$ cat src/rtl/handshake_pkg.sv
// Shared types and sizing helpers for the handshake FIFO.
package handshake_pkg;

  localparam int unsigned ValueBitsDefault = 8;

  typedef logic [ValueBitsDefault-1:0] value_t;

  // Bits needed to hold an occupancy in the range 0..depth inclusive.
  function automatic int unsigned level_bits(input int unsigned depth);
    return $clog2(depth + 1);
  endfunction

  // Bits needed to address depth entries; a single entry still needs one bit.
  function automatic int unsigned ptr_bits(input int unsigned depth);
    return (depth > 1) ? $clog2(depth) : 1;
  endfunction

endpackage

$ cat src/rtl/handshake_fifo_mem.sv
// Storage array for the handshake FIFO: one synchronous write port, one
// asynchronous read port, no reset on the contents.
module handshake_fifo_mem
  import handshake_pkg::*;
#(
  parameter int unsigned VALUE_BITS = ValueBitsDefault,
  parameter int unsigned DEPTH      = 4,
  localparam int unsigned PtrW      = ptr_bits(DEPTH)
) (
  input  logic                  clk_i,
  input  logic                  we_i,
  input  logic [PtrW-1:0]       waddr_i,
  input  logic [VALUE_BITS-1:0] wdata_i,
  input  logic [PtrW-1:0]       raddr_i,
  output logic [VALUE_BITS-1:0] rdata_o
);

  logic [VALUE_BITS-1:0] mem_q [DEPTH];

  // Write the selected entry on a push.
  always_ff @(posedge clk_i) begin
    if (we_i) begin
      mem_q[waddr_i] <= wdata_i;
    end
  end

  // Head entry is read combinationally so it is visible the cycle after the push.
  always_comb begin
    rdata_o = mem_q[raddr_i];
  end

endmodule

$ cat src/rtl/handshake_fifo.sv
// Valid/ready elastic buffer. Both handshake flags are registered so neither
// side sees a combinational path from the other.
module handshake_fifo
  import handshake_pkg::*;
#(
  parameter int unsigned VALUE_BITS = ValueBitsDefault,
  parameter int unsigned DEPTH      = 4,
  localparam int unsigned LevelW    = level_bits(DEPTH),
  localparam int unsigned PtrW      = ptr_bits(DEPTH)
) (
  input  logic                  clock,
  input  logic                  reset_n,
  input  logic [VALUE_BITS-1:0] i_value,
  input  logic                  i_valid,
  output logic                  o_ready,
  output logic [VALUE_BITS-1:0] o_value,
  output logic                  o_valid,
  input  logic                  i_ready,
  output logic [LevelW-1:0]     o_level
);

  logic [PtrW-1:0]       wr_ptr_q, wr_ptr_d;
  logic [PtrW-1:0]       rd_ptr_q, rd_ptr_d;
  logic [LevelW-1:0]     count_q, count_d;
  logic                  ready_q, ready_d;
  logic                  valid_q, valid_d;
  logic                  push, pop;
  logic [VALUE_BITS-1:0] rdata;

  assign push = i_valid && ready_q;
  assign pop  = valid_q && i_ready;

  // Next-state for pointers, occupancy and the registered handshake flags.
  always_comb begin
    wr_ptr_d = wr_ptr_q;
    rd_ptr_d = rd_ptr_q;
    if (push) begin
      // Explicit wrap so non-power-of-two depths work.
      wr_ptr_d = (wr_ptr_q == PtrW'(DEPTH - 1)) ? '0 : wr_ptr_q + PtrW'(1);
    end
    if (pop) begin
      rd_ptr_d = (rd_ptr_q == PtrW'(DEPTH - 1)) ? '0 : rd_ptr_q + PtrW'(1);
    end
    count_d = count_q + LevelW'(push) - LevelW'(pop);
    ready_d = (count_d < LevelW'(DEPTH));
    valid_d = (count_d != '0);
  end

  // Control state; storage contents are deliberately left unreset.
  always_ff @(posedge clock or negedge reset_n) begin
    if (!reset_n) begin
      wr_ptr_q <= '0;
      rd_ptr_q <= '0;
      count_q  <= '0;
      ready_q  <= 1'b0;
      valid_q  <= 1'b0;
    end else begin
      wr_ptr_q <= wr_ptr_d;
      rd_ptr_q <= rd_ptr_d;
      count_q  <= count_d;
      ready_q  <= ready_d;
      valid_q  <= valid_d;
    end
  end

  handshake_fifo_mem #(
    .VALUE_BITS (VALUE_BITS),
    .DEPTH      (DEPTH)
  ) u_mem (
    .clk_i   (clock),
    .we_i    (push),
    .waddr_i (wr_ptr_q),
    .wdata_i (i_value),
    .raddr_i (rd_ptr_q),
    .rdata_o (rdata)
  );

  // Outputs; the head value is forced to zero while nothing is buffered.
  always_comb begin
    o_ready = ready_q;
    o_valid = valid_q;
    o_level = count_q;
    o_value = valid_q ? rdata : '0;
  end

`ifndef SYNTHESIS
  a_count_bound : assert property (@(posedge clock) disable iff (!reset_n)
    count_q <= LevelW'(DEPTH));
  a_hold_stable : assert property (@(posedge clock) disable iff (!reset_n)
    (o_valid && !i_ready) |=> $stable(o_value));
  a_no_push_full : assert property (@(posedge clock) disable iff (!reset_n)
    (count_q == LevelW'(DEPTH)) |-> !push);
`endif

endmodule

$ cat config.mk
export PLATFORM = sky130hd
export DESIGN_NAME = handshake_fifo
export DESIGN_NICKNAME = d
export VERILOG_FILES = /design/src/rtl/handshake_pkg.sv /design/src/rtl/handshake_fifo_mem.sv /design/src/rtl/handshake_fifo.sv
export SDC_FILE = /design/constraint.sdc
export NUM_CORES = 1
export LEC_CHECK = 0
export BUFFER_PORTS_ARGS = -buffer_cell sky130_fd_sc_hd__buf_2
export CAP_MARGIN = 5
export CELL_PAD_IN_SITES_DETAIL_PLACEMENT = 1
export CELL_PAD_IN_SITES_GLOBAL_PLACEMENT = 1
export CORE_ASPECT_RATIO = 1.5
export CORE_MARGIN = 10
export CORE_UTILIZATION = 42
export DETAILED_ROUTE_END_ITERATION = 8
export PLACE_DENSITY_LB_ADDON = 0.1
export SLEW_MARGIN = 20
export SYNTH_ARGS = -nofsm -noshare
export SYNTH_HDL_FRONTEND = slang
export SYNTH_SLANG_ARGS = --single-unit
$ cat constraint.sdc
create_clock -name clock -period 1.8 [get_ports clock]
set_input_delay 0.54 -clock clock [delete_from_list [all_inputs] [get_ports clock]]
set_output_delay 0.54 -clock clock [all_outputs]
set_load 0.05 [all_outputs]
==> run_results.csv <==
group,metric,value,unit
run_status,status,"complete, but fails checks",
run_status,violations,"negative setup slack",
timing,period_needed,1.98,ns
floorplan,dieArea,0.00702,mm2
global_routing,grt_pass1_wl,5550,um
synth,yosys_warnings,0,
critical_path,crit_chain,"clkbuf_16, mux2i_4, o22ai_4, buf_6",
cts,clk_latency,0.28,ns
synth,synth-edff-count,32,
cells_and_area,stdcell_count,187,
global_routing,antenna_found_initial,0,
min_path,hp-class,"in2async",
synth,yosysTopAreaCell,"edfxtp_1",
synth,syn-cell-area,0.00169,mm2
placement,hpwl,2490,um
pwr,cellPowerDensity,1980,mW/mm2
floorplan,coreArea,0.00392,mm2
critical_path,worstSetupEndpointType,"output port",
critical_path,cp_data_required_time,1.26,ns
timing,setup_viol_count_final,8,
timing,rsz0062_at_grt,"yes",
pwr,irDropWorstVdd,1.44,mV
pwr,seqPwrFrac,30.4,%
timing,finalCritPeriodShare,110,%
global_routing,grt.total_usage,10.4,%
placement,port_buffers,24,
cells_and_area,n_antenna_cell,0,
floorplan,dieHeight,97.7,um
critical_path,critical_path.max_fanout,8,
pwr,leakage,0.000898,uW
cells_and_area,final_nets,161,
floorplan,dieWidth,71.8,um
timing,max_freq,0.504,GHz
global_routing,grt_max_degree,19,
pwr,pwr-share-comb,57.7,%
cts,cts.sinks,41,
synth,yosysMostFrequentCell,"edfxtp_1",
synth,synth_top_area_share,56.8,%
pwr,internal_power,2720,uW
cells_and_area,fin_util,59.9,%
run,maxCapViolations,0,
synth,ys_seq_area_share,70.1,%
timing,tightest_slew,0.225,ns
cts,cts_tree,"done",
critical_path,path_class,"reg2out",
pwr,power.share.switching,41.5,%
cells_and_area,register_area,0.00119,mm2
pwr,net-switching-power,1940,uW
drt,wl_per_cell,18.6,um
timing,fin_worst_skew,0.00724,ns
floorplan,start_util,43.1,%
critical_path,arrival,1.44,ns
drt,drt-total-wl,3490,um
synth,synth.net_count,120,
critical_path,setup.worst_path.start_class,"flop",
drt,drc_errors,0,
placement,place_congestion,0.687,
pwr,power_frac_clock,11.9,%
drt,drt_first_pass_iters,4,
synth,synthFlopType,"edfxtp_1",
cts,cts-htree-levels,2,
floorplan,num_rows,28,
synth,synth-async-reset-ratio,22.0,%
critical_path,cpPeakStageDelay,0.44,ns
cells_and_area,nFillCells,374,
cts,cts_root_buf,"clkbuf_8",
global_routing,grt_pass1_vias,1102,
drt,drt_iter0_markers,10,
synth,synth.top_cells.by_area,"edfxtp_1, dfrtp_1, mux2i_1",
cts,cts_buffers,5,
cts,cts.clk_slew.worst_paths,0.07,ns
placement,place_inst,177,
synth,postSynthCellCount,100,
drt,num_vias,959,
drt,ant_nets,0,
cells_and_area,area_growth,39.1,%
synth,syn_area_per_cell,16.9,um2
floorplan,io_pins,25,
synth,synth_commonest_cells,"edfxtp_1, mux2i_1, dfrtp_1",
critical_path,critical-path-top-delay-family,"flip-flops",
critical_path,path_buf_inv,2,
global_routing,grt-ovfl-total,0,
cts,clockBufferDepth,2,
synth,synth-seq-cells,41,
drt,via_per_inst,5.13,
synth,synth_cell_type_count,16,
cells_and_area,final_layout_size_suffix_gt1_share,57.7,%
critical_path,slowest_stage,"dfrtp_2",
cells_and_area,multiInputGateArea,692,um2
timing,hold_violations,0,
timing,setup_ws,-0.184,ns
timing,slew_headroom,84.7,%
timing,maxSlewViolCount,0,
cts,holdBufCountCts,0,
==> stage by stage <==
stage / power, uW / TNS [ns] / worst slack [ns] / hold WS (ns) / area, um2
detailed placement: 3720 / -0.572 / -0.209 / 0.400 / 2080
finish: 4660 / -1.28 / -0.184 / 0.0931 / 2350
CTS: 4510 / -1.58 / -0.206 / 0.0917 / 2250
global placement: 3630 / -0.340 / -0.134 / 0.400 / 2080
floorplan: 3110 / -0.0484 / -0.0314 / 0.244 / 1820
global route: 4930 / -1.87 / -0.234 / 0.0875 / 2350
==> power by group through the flow <==
stage                     logic [uW]  registers, uW  clock network, uW
final                           2690           1420                554
after global routing            2870           1440                613
after CTS                       2540           1390                572
after detailed placement        2330           1390                  0
after global placement          2250           1370                  0
after floorplan                 1570           1540                  0
==> sequential cells by signal (all words and copies together) (netlist names) <==
name / cells
o_level: 3
wr_ptr_q: 2
u_mem.mem_q: 32
o_valid: 1
o_ready: 1
rd_ptr_q: 2
==> worst register-to-register path: cells and delay by family, from the launching register on <==
| family | cells | cell delay [ns] |
|---|---|---|
| xor+xnor | 1 | 0.24 |
| buf+inv | 2 | 0.08 |
| fa+ha+maj | 3 | 0.72 |
| simple gates | 2 | 0.16 |
| flops | 1 | 0.46 |
==> area by class of cell <==
type,instances,share of cell area (%)
Sequential cell,41,50.6
Timing Repair Buffer,37,13.1
Multi-Input combinational cell,49,29.4
Clock buffer,8,3.40
Inverter,7,1.12
Tap cell,45,2.39
==> cells in the final DEF (no fill, tap or decap) <==
cell | netlist | final
xor3_1 | 1 | 1
dfrtp_2 | 0 | 3
mux2i_2 | 0 | 12
inv_2 | 0 | 2
ha_4 | 0 | 2
dfrtp_1 | 9 | 6
and3_1 | 4 | 4
fa_2 | 0 | 1
o22ai_4 | 0 | 8
clkbuf_8 | 0 | 5
buf_12 | 1 | 3
inv_1 | 7 | 5
mux2i_4 | 0 | 4
clkbuf_1 | 0 | 3
buf_6 | 1 | 4
edfxtp_1 | 32 | 32
mux2_2 | 4 | 4
clkbuf_16 | 0 | 1
nand2b_4 | 0 | 1
nand2_2 | 0 | 3
nand2_1 | 4 | 1
nor2_1 | 3 | 3
buf_2 | 0 | 16
buf_4 | 0 | 13
ha_1 | 7 | 5
==> cells by family (layout without fill, tap and decap cells) <==
| family | Yosys count | in the layout | synth area share [%] |
|---|---|---|---|
| XOR/XNOR | 1 | 1 | 1.41 |
| adder cells (fa/ha/maj) | 8 | 8 | 6.36 |
| AND/OR/NAND/NOR | 12 | 12 | 3.40 |
| multiplexers | 20 | 20 | 12.1 |
| flip-flops | 41 | 41 | 70.1 |
| AO/OA/AOI/OAI | 8 | 8 | 2.96 |
| buffers and inverters | 10 | 52 | 3.62 |
==> metal layers <==
layer / wire (um) / share of wire, % / track usage [%] / up-vias
met5: 0 / 0 / 0 / -
met4: 63 / 1.8 / 4.48 / 0
met3: 185 / 5.3 / 3.99 / 6
met2: 1960 / 56 / 18.6 / 22
met1: 1270 / 37 / 10.1 / 474
li1: - / - / - / 457
==> timing repair <==
item	4_1_cts	5_1_grt
cloned	0	1
setup endpoints to repair	9	11
setup buffers	0	1
gates resized for setup	24	14
pin swaps	4	4
endpoints found under the hold margin	0	0
==> final timing paths <==
check	from	end	slack, ns	cells after the start
max	rd_ptr_q[1]	o_value[7]	-0.18	4
min	reset_n	o_level[2]	0.09	1
max reg2reg	o_valid	o_valid	0.03	8
min reg2reg	o_level[0]	o_level[0]	0.57	1
max in group asynchronous	reset_n	rd_ptr_q[1]	1.51	1
min in group clock	i_value[4]	u_mem.mem_q[1][4]	0.47	1
(Power assumes the default switching activity.)
